File: src/rtl/jtdsp16_rom_loader.sv
// Streams firmware bytes into the DSP16 program ROM, holding the DSP in
// reset until every byte has been written and a short settling time has
// elapsed. A running 16-bit byte sum is kept for host-side verification.
module jtdsp16_rom_loader #(
  parameter int LEN  = 8192,
  parameter int HOLD = 4
) (
  input  logic        clk,
  input  logic        rst_n,
  input  logic        dl_start,
  input  logic        dl_abort,
  input  logic        dl_valid,
  input  logic [7:0]  dl_data,
  output logic        dl_ready,
  output logic [12:0] prog_addr,
  output logic [7:0]  prog_data,
  output logic        prog_we,
  output logic        dsp_rst,
  output logic        busy,
  output logic        done,
  output logic [15:0] csum
);

  localparam logic [12:0] LAST   = 13'(LEN - 1);
  localparam logic [3:0]  HOLD_N = 4'(HOLD);

  typedef enum logic [1:0] {IDLE, LOAD, FLUSH, DONE} state_t;

  state_t      state;
  state_t      next_state;
  logic        xfer;
  logic        start_load;
  logic [12:0] counter;
  logic [3:0]  hold_cnt;

  // Only the handshake is combinational; everything else is registered.
  assign dl_ready   = (state == LOAD);
  assign start_load = (next_state == LOAD) && (state != LOAD);

  // State register.
  always_ff @(posedge clk or negedge rst_n) begin
    if (!rst_n) state <= IDLE;
    else        state <= next_state;
  end

  // Next-state logic; abort always wins and a transfer with abort is dropped.
  always_comb begin
    next_state = state;
    xfer       = 1'b0;
    unique case (state)
      IDLE: begin
        if (!dl_abort && dl_start) next_state = LOAD;
      end
      LOAD: begin
        if (dl_abort) begin
          next_state = IDLE;
        end else if (dl_valid) begin
          xfer = 1'b1;
          if (counter == LAST) next_state = FLUSH;
        end
      end
      FLUSH: begin
        if (dl_abort)                next_state = IDLE;
        else if (hold_cnt == HOLD_N) next_state = DONE;
      end
      DONE: begin
        if (dl_abort)      next_state = IDLE;
        else if (dl_start) next_state = LOAD;
      end
      default: next_state = IDLE;
    endcase
  end

  // Write port, byte counter and running checksum.
  always_ff @(posedge clk or negedge rst_n) begin
    if (!rst_n) begin
      prog_we   <= 1'b0;
      prog_addr <= 13'd0;
      prog_data <= 8'd0;
      counter   <= 13'd0;
      csum      <= 16'd0;
    end else begin
      prog_we <= xfer;
      if (start_load) begin
        counter <= 13'd0;
        csum    <= 16'd0;
      end else if (xfer) begin
        prog_addr <= counter;
        prog_data <= dl_data;
        counter   <= counter + 13'd1;
        csum      <= csum + {8'd0, dl_data};
      end
    end
  end

  // Settling counter: FLUSH lasts HOLD+1 cycles, the first being the
  // cycle of the final write strobe.
  always_ff @(posedge clk or negedge rst_n) begin
    if (!rst_n) begin
      hold_cnt <= 4'd0;
    end else if (state != FLUSH) begin
      hold_cnt <= 4'd0;
    end else begin
      hold_cnt <= hold_cnt + 4'd1;
    end
  end

  // Status flags follow the state being entered; the DSP leaves reset only
  // on entry to DONE.
  always_ff @(posedge clk or negedge rst_n) begin
    if (!rst_n) begin
      dsp_rst <= 1'b1;
      busy    <= 1'b0;
      done    <= 1'b0;
    end else begin
      dsp_rst <= (next_state != DONE);
      busy    <= (next_state == LOAD) || (next_state == FLUSH);
      done    <= (next_state == DONE);
    end
  end

endmodule

File: config.mk
export PLATFORM = sky130hd
export DESIGN_NAME = jtdsp16_rom_loader
export DESIGN_NICKNAME = d
export VERILOG_FILES = /design/src/rtl/jtdsp16_rom_loader.sv
export SDC_FILE = /design/constraint.sdc
export NUM_CORES = 1
export LEC_CHECK = 0
export CAP_MARGIN = 5
export CORE_MARGIN = 5
export CORE_UTILIZATION = 26
export DETAILED_ROUTE_END_ITERATION = 10
export PLACE_DENSITY = 0.48
export SLEW_MARGIN = 20
export SYNTH_ARGS = -nofsm -noshare
export SYNTH_HDL_FRONTEND = slang
export SYNTH_SLANG_ARGS = --single-unit
export TNS_END_PERCENT = 10
File: constraint.sdc
create_clock -name clk -period 3.5 [get_ports clk]
set_input_delay 0.35 -clock clk [delete_from_list [all_inputs] [get_ports clk]]
set_output_delay 0.35 -clock clk [all_outputs]
set_load 0.01 [all_outputs]
# Word level (Yosys, flattened, before mapping)
# Cells that the tools add are included.
dict set report word_totals {
  register_bits 60
  in_bits 13
  output_inout_bits 42
}
dict set report op_classes {
  n_addsub 3
  n_eq_ne 11
  n_mux 17
  bitwise 1
  n_reduce_logical 7
}
# cell n
set ops {}
lappend ops {{two-way mux 16 bit} 2}
lappend ops {{two-way mux 13 bit} 2}
lappend ops {{adder 16 x 8 -> 16 bit} 1}
lappend ops {{two-way mux 2 bit} 8}
lappend ops {{adder 13 x 1 -> 13 bit (second input constant)} 1}
lappend ops {{equality test 13 bit (second input constant)} 1}
lappend ops {{equality test 2 bit (second input constant)} 4}
lappend ops {{case mux 2 bit (4 select lines)} 1}
lappend ops {{adder 4 x 1 -> 4 bit (second input constant)} 1}
lappend ops {{equality test 2 x 1 -> 1 bit (second input constant)} 2}
lappend ops {{equality test 4 x 3 -> 1 bit (second input constant)} 1}
lappend ops {{two-way mux 4 bit} 1}
lappend ops {{!= test 2 bit (second input constant)} 2}
lappend ops {{two-way mux 1 bit} 3}
lappend ops {{logical AND 1 bit} 2}
lappend ops {{logical NOT 2 bit} 1}
lappend ops {{!= test 2 x 1 -> 1 bit (second input constant)} 1}
lappend ops {{AND reduction 2 bit} 1}
lappend ops {{nonzero test 2 bit} 1}
lappend ops {{logical NOT 1 bit} 1}
lappend ops {{logical OR 1 bit} 1}
lappend ops {{NOT 1 bit} 1}

# Depth between registers and ports, before layout
dict set report logic_depth {
  depth_word 9
  mapped_depth 13
  mapped_depth_nobuf 12
}

# Least setup slack after synthesis
# OpenSTA, ideal clock, no wires.
dict set report synth_timing {
  path_type {register to register}
  startpoint {reg counter[5]}
  endpoint {reg csum[13]}
  t_arrival_ns 2.159
  required_time_ns 3.434
  slack_ns 1.275
  path_stages_with_launch 10
  period_less_slack_ns 2.225
  cell_sequence {dfrtp_1 -> and4_1 -> and4_1 -> nand4_1 -> a21o_1 -> ha_1 -> nor2b_1 -> buf_2 -> or4_1 -> nand2_1}
}
dict set report synth_via {
  elab_chain_cells 8
  word_cells_on_any_way 9
}
# item line
set synth_lines {}
lappend synth_lines {{start: declaration} 33} ;# logic [12:0] counter;
lappend synth_lines {{start signal: assignment} 90} ;# counter <= counter + 13'd1;
lappend synth_lines {{equality test 13 bit *} 59} ;# if (counter == LAST) next_state = FLUSH;
lappend synth_lines {{two-way mux 2 bit *} 59}
lappend synth_lines {{two-way mux 2 bit *} 57} ;# end else if (dl_valid) begin
lappend synth_lines {{two-way mux 2 bit *} 55} ;# if (dl_abort) begin
lappend synth_lines {{case mux 2 bit (4 select lines) *} 50} ;# unique case (state)
lappend synth_lines {{equality test 2 x 1 -> 1 bit *} 38} ;# assign start_load = (next_state == LOAD) && (state != LOAD);
lappend synth_lines {{logical AND 1 bit *} 38}
lappend synth_lines {{two-way mux 16 bit / nonzero test 2 bit (equally long branches)} n/a}
lappend synth_lines {{end signal: assignment} 91} ;# csum <= csum + {8'd0, dl_data};
lappend synth_lines {{end: declaration} 21} ;# output logic [15:0] csum
# Every way passes the cells marked *; elsewhere a longest branch is shown, timed or not.
# A chain may end at the register's enable or synchronous reset.

# Worst setup path after layout
dict set report layout_timing {
  startpoint {reg hold_cnt[0]}
  endpoint {reg csum[1]}
}
dict set report layout_via {
  elab_chain_cells 7
  word_cells_on_any_way 8
}
# item line
set layout_lines {}
lappend layout_lines {{start: declaration} 34} ;# logic [3:0] hold_cnt;
lappend layout_lines {{start signal: assignment} 104} ;# hold_cnt <= hold_cnt + 4'd1;
lappend layout_lines {{equality test 4 x 3 -> 1 bit *} 64} ;# else if (hold_cnt == HOLD_N) next_state = DONE;
lappend layout_lines {{two-way mux 2 bit *} 64}
lappend layout_lines {{two-way mux 2 bit *} 63} ;# if (dl_abort) next_state = IDLE;
lappend layout_lines {{case mux 2 bit (4 select lines) *} 50}
lappend layout_lines {{via next_state[0]} 30} ;# state_t next_state;
lappend layout_lines {{equality test 2 x 1 -> 1 bit *} 38}
lappend layout_lines {{logical AND 1 bit *} 38}
lappend layout_lines {{two-way mux 16 bit / nonzero test 2 bit (equally long branches)} n/a}
# The timed path passes the listed nets; every way through them passes the cells marked *.

==> tab_implementation.tex <==
\begin{tabular}{lr}
\hline
Metric & Value \\
\hline
\multicolumn{2}{l}{\textbf{STA}} \\
Final setup vio count & 0 \\
Unrepaired setup endpoints after global routing & no \\
Time the final worst path needs with I/O delays and setup & 2.385 ns \\
Setup ws final & approximately 1.1 ns \\
Remaining max-slew budget at the tightest pin & 0.5376 \\
Max Fclk & approximately 0.42 GHz \\
Final sum of negative setup slack & 0 ns \\
Fin. Hold Viols & 0 \\
Worst clock skew & $\sim$0.0069 ns \\
Worst-case hold slack & about 0.043 ns \\
Period utilisation layout & 0.6814 \\
Number of slew-limit violations in the final report & 0 \\
Worst Tran Pin Value & roughly 0.7 ns \\
\multicolumn{2}{l}{\textbf{Worst setup path}} \\
Max stage delay cell, worst path & sky130\_fd\_sc\_hd\_\_nor2b\_1 \\
Largest stage delay on the critical path & 0.44 ns \\
Setup crit end kind & register \\
Beginning of the worst register-to-register path & hold\_cnt[0] \\
Worst reg2reg endpoint & csum[1] \\
Worst endpoint required time & approximately 3.7 ns \\
Buffers plus inverters on the worst setup path & 1 \\
Category of the most critical setup path & register to register \\
Critical path's top delay family & simple AND/OR/NAND/NOR gates \\
Flop2flop setup slack & around 1.1 ns \\
Logic depth of the worst register-to-register path & 11 \\
Kind of launch point of the worst setup path & register \\
Data arrival time of the critical path & between 2 and 3 ns \\
Critical Path, Cell by Cell & inv\_1, ha\_1, nand2\_1, o21ai\_0, o21ai\_0, a21oi\_1, and2\_1, ha\_1, nor2b\_1, nor2\_2, a22o\_1 \\
Critical path peak fanout & 9 \\
\multicolumn{2}{l}{\textbf{Detailed routing}} \\
Detailed-routed wire length on met2 & between 3000 and 4000 µm \\
Wire length on met3 & 319 µm \\
Initial DRC count & just over 80 \\
Routed WL & about 6800 µm \\
Via count & approximately 2,200 \\
Per-cell via count in the routed design & 4.496 \\
Routed metal-1 wirelength & 3298 µm \\
Highest routed metal layer & met4 \\
Antenna-violating nets left & 0 \\
Mean routed wirelength per cell & 13.71 µm \\
DRC violations left & 0 \\
First-pass iteration count of the detailed router & 5 \\
\multicolumn{2}{l}{\textbf{Synth}} \\
Share of flip-flops with an asynchronous set or reset & 1.000 \\
Leading register cell type out of synthesis & sky130\_fd\_sc\_hd\_\_dfrtp\_1 \\
EDFF count, synth & 0 \\
Nets in the synthesized netlist & 320 \\
Gate count of the mapped netlist & around 290 \\
Average size of a mapped cell & about 9.8 µm² \\
Mapped Area & 0.002864 mm² \\
Count of different cell masters after synthesis & 42 \\
Ys Warns & 0 \\
Share of synthesized area occupied by flip-flops and latches & 0.5247 \\
Flops \& latches, synth & 60 \\
\multicolumn{2}{l}{\textbf{CTS}} \\
Clock network latency to the later pin of the worst-skew pair & roughly 0.33 ns \\
Max Root-Sink Buffers & 2 \\
H-tree lvl count & 3 \\
Number of gates resized after CTS & 0 \\
Number of buffers inserted to repair setup after CTS & 0 \\
Number of buffers inserted during clock tree synthesis & 9 \\
CTS tree & yes \\
Clock sink count & 60 \\
Clock transition time at the flip-flop clock pins of the worst setup and hold paths & about 0.070 ns \\
CTS hold repair buffers & 0 \\
CTS Root Buffer Type & sky130\_fd\_sc\_hd\_\_clkbuf\_8 \\
\multicolumn{2}{l}{\textbf{Floorplan}} \\
Row count & 38 \\
Starting density of the core & 0.2642 \\
Die Footprint & 0.01321 mm² \\
Standard cell core area & 0.01084 mm² \\
Die X & $\sim$110 µm \\
Die Ht & around 110 µm \\
Top Ports & 55 \\
\multicolumn{2}{l}{\textbf{Place}} \\
Estimated wirelength of the detail-placed design & approximately 4800 µm \\
Placed Cells & $\sim$480 \\
Post-Place Worst Slack & between 0.9 and 1 ns \\
Final weighted congestion in routability-driven placement & approximately 0.76 \\
Count of port buffers added during placement & 54 \\
Placed instance area & $\sim$0.0036 mm² \\
\multicolumn{2}{l}{\textbf{Finish}} \\
Share of final-layout standard cells stronger than drive strength 1 & 0.08101 \\
Final Core Density & 0.3452 \\
Layout Area Growth over Synthesis & 30.67\% \\
Final standard cell area without fillers & $\sim$0.0037 mm² \\
Count of nets after finishing & 380 \\
Final Instance Count excl. Fillers & $\sim$500 \\
Antenna diode instance count & 0 \\
\multicolumn{2}{l}{\textbf{Flow run}} \\
\# Max-Cap Violations & 0 \\
\multicolumn{2}{l}{\textbf{Run status}} \\
Run status & completed \\
\multicolumn{2}{l}{\textbf{Global route}} \\
Number of antenna violations at the first check in global routing & 0 \\
Maximum number of pins on one net before global-route repair & 34 \\
GRT overflow & 0 \\
Vias in the first global route & $\sim$2,400 \\
Total Routing Usage GR & 0.1124 \\
First-pass GRT wire length & between 10,000 and 15,000 µm \\
\multicolumn{2}{l}{\textbf{Pwr}} \\
Maximum resistive drop on vdd & approximately 0.12 mV \\
Power Density & between 400 and 500 mW/mm² \\
Lkg Pwr & around 1.8 nW \\
Power, Total & between 1.5 and 2 mW \\
\multicolumn{2}{l}{\textbf{Worst hold path}} \\
Type of the tightest min-delay check & primary input to async pin \\
\hline
\end{tabular}
[layer usage]
metal / global-route usage / up-vias
met5: 0 / -
met4: 0.05790 / 0
met3: 0.02737 / 6
met2: 0.1698 / 46
met1: 0.1494 / 1083
li1: - / 1104
[cell families (layout without fill, tap and decap cells)]
group                    after synthesis  count (layout)  synth area share
flip-flops                            60              60            0.5247
adder cells (fa/ha/maj)               14              14           0.06378
AND/OR/NAND/NOR                      136             136            0.2145
AO/OA/AOI/OAI                         43              43            0.1014
XOR/XNOR                              23              23           0.07034
buffers and inverters                 17              82           0.02534
[worst reg2reg max path: stages, from the launching register on]
cell and delay (ns):
sky130_fd_sc_hd__dfrtp_1 0.41, sky130_fd_sc_hd__inv_1 0.07, sky130_fd_sc_hd__ha_1 0.15, sky130_fd_sc_hd__nand2_1 0.05, sky130_fd_sc_hd__o21ai_0 0.13, sky130_fd_sc_hd__o21ai_0 0.09
sky130_fd_sc_hd__a21oi_1 0.15, sky130_fd_sc_hd__and2_1 0.20, sky130_fd_sc_hd__ha_1 0.18, sky130_fd_sc_hd__nor2b_1 0.44, sky130_fd_sc_hd__nor2_2 0.20, sky130_fd_sc_hd__a22o_1 0.23
[worst max-delay path by stage]
stage	end	cells after the start	from	slack (ns)
after floorplan	csum[13]	9	counter[5]	1.27
after global placement	csum[7]	9	dl_valid	1.01
after detailed placement	csum[0]	8	dl_valid	1.0
after CTS	csum[1]	11	hold_cnt[0]	1.07
after global routing	csum[7]	12	hold_cnt[0]	0.81
final	csum[1]	11	hold_cnt[0]	1.12
[area by class of cell]
cell class	instances	area, µm²
multi-input combinational	216	1289
tap	140	175.2
clock inverter	4	23.77
timing repair buffer	58	565.5
clock buffer	12	155.1
inverter	8	31.28
fill	1150	7098
sequential	60	1503
[cell usage after synthesis (all sizes together), types with 3 or more instances]
| cell | count | area [µm²] |
|---|---|---|
| o211ai | 6 | 50.05 |
| and4 | 5 | 43.79 |
| nand4 | 4 | 25.02 |
| a22o | 3 | 26.28 |
| dfrtp | 59 | 1476 |
| buf | 7 | 33.78 |
| a21oi | 10 | 53.80 |
| inv | 7 | 26.28 |
| xnor2 | 7 | 61.31 |
| a21o | 4 | 30.03 |
| and3 | 4 | 30.03 |
| a211oi | 3 | 22.52 |
| nand3 | 9 | 45.04 |
| xor2 | 16 | 140.1 |
| ha | 13 | 162.7 |
| nor2 | 23 | 88.84 |
| o21ai | 13 | 76.33 |
| nand2 | 80 | 300.3 |
[sequential cells by signal, summed over array words and instances (netlist names)]
signal	cells
hold_cnt	4
csum	16
dsp_rst	1
prog_addr	13
prog_we	1
prog_data	8
counter	13
busy	1
state	2
done	1
[cells in the final DEF, fill, tap and decap left out, drive strengths merged, types with 5 or more instances in the layout]
master	count
a21oi	10
and4	5
buf	5
clkbuf	12
clkdlybuf4s50	53
clkinv	5
dfrtp	59
ha	13
inv	7
nand2	80
nand3	9
nor2	23
o211ai	6
o21ai	13
xnor2	7
xor2	16
[where the power goes]
part | total, mW | internal, mW | switching, mW | leakage [nW]
Clock | 0.570 | 0.293 | 0.277 | 0.0961
Combinational | 0.325 | 0.157 | 0.168 | 0.846
Sequential | 0.771 | 0.737 | 0.0335 | 0.814
Total | 1.67 | 1.19 | 0.479 | 1.76
Power figures use the tool's default switching activity.
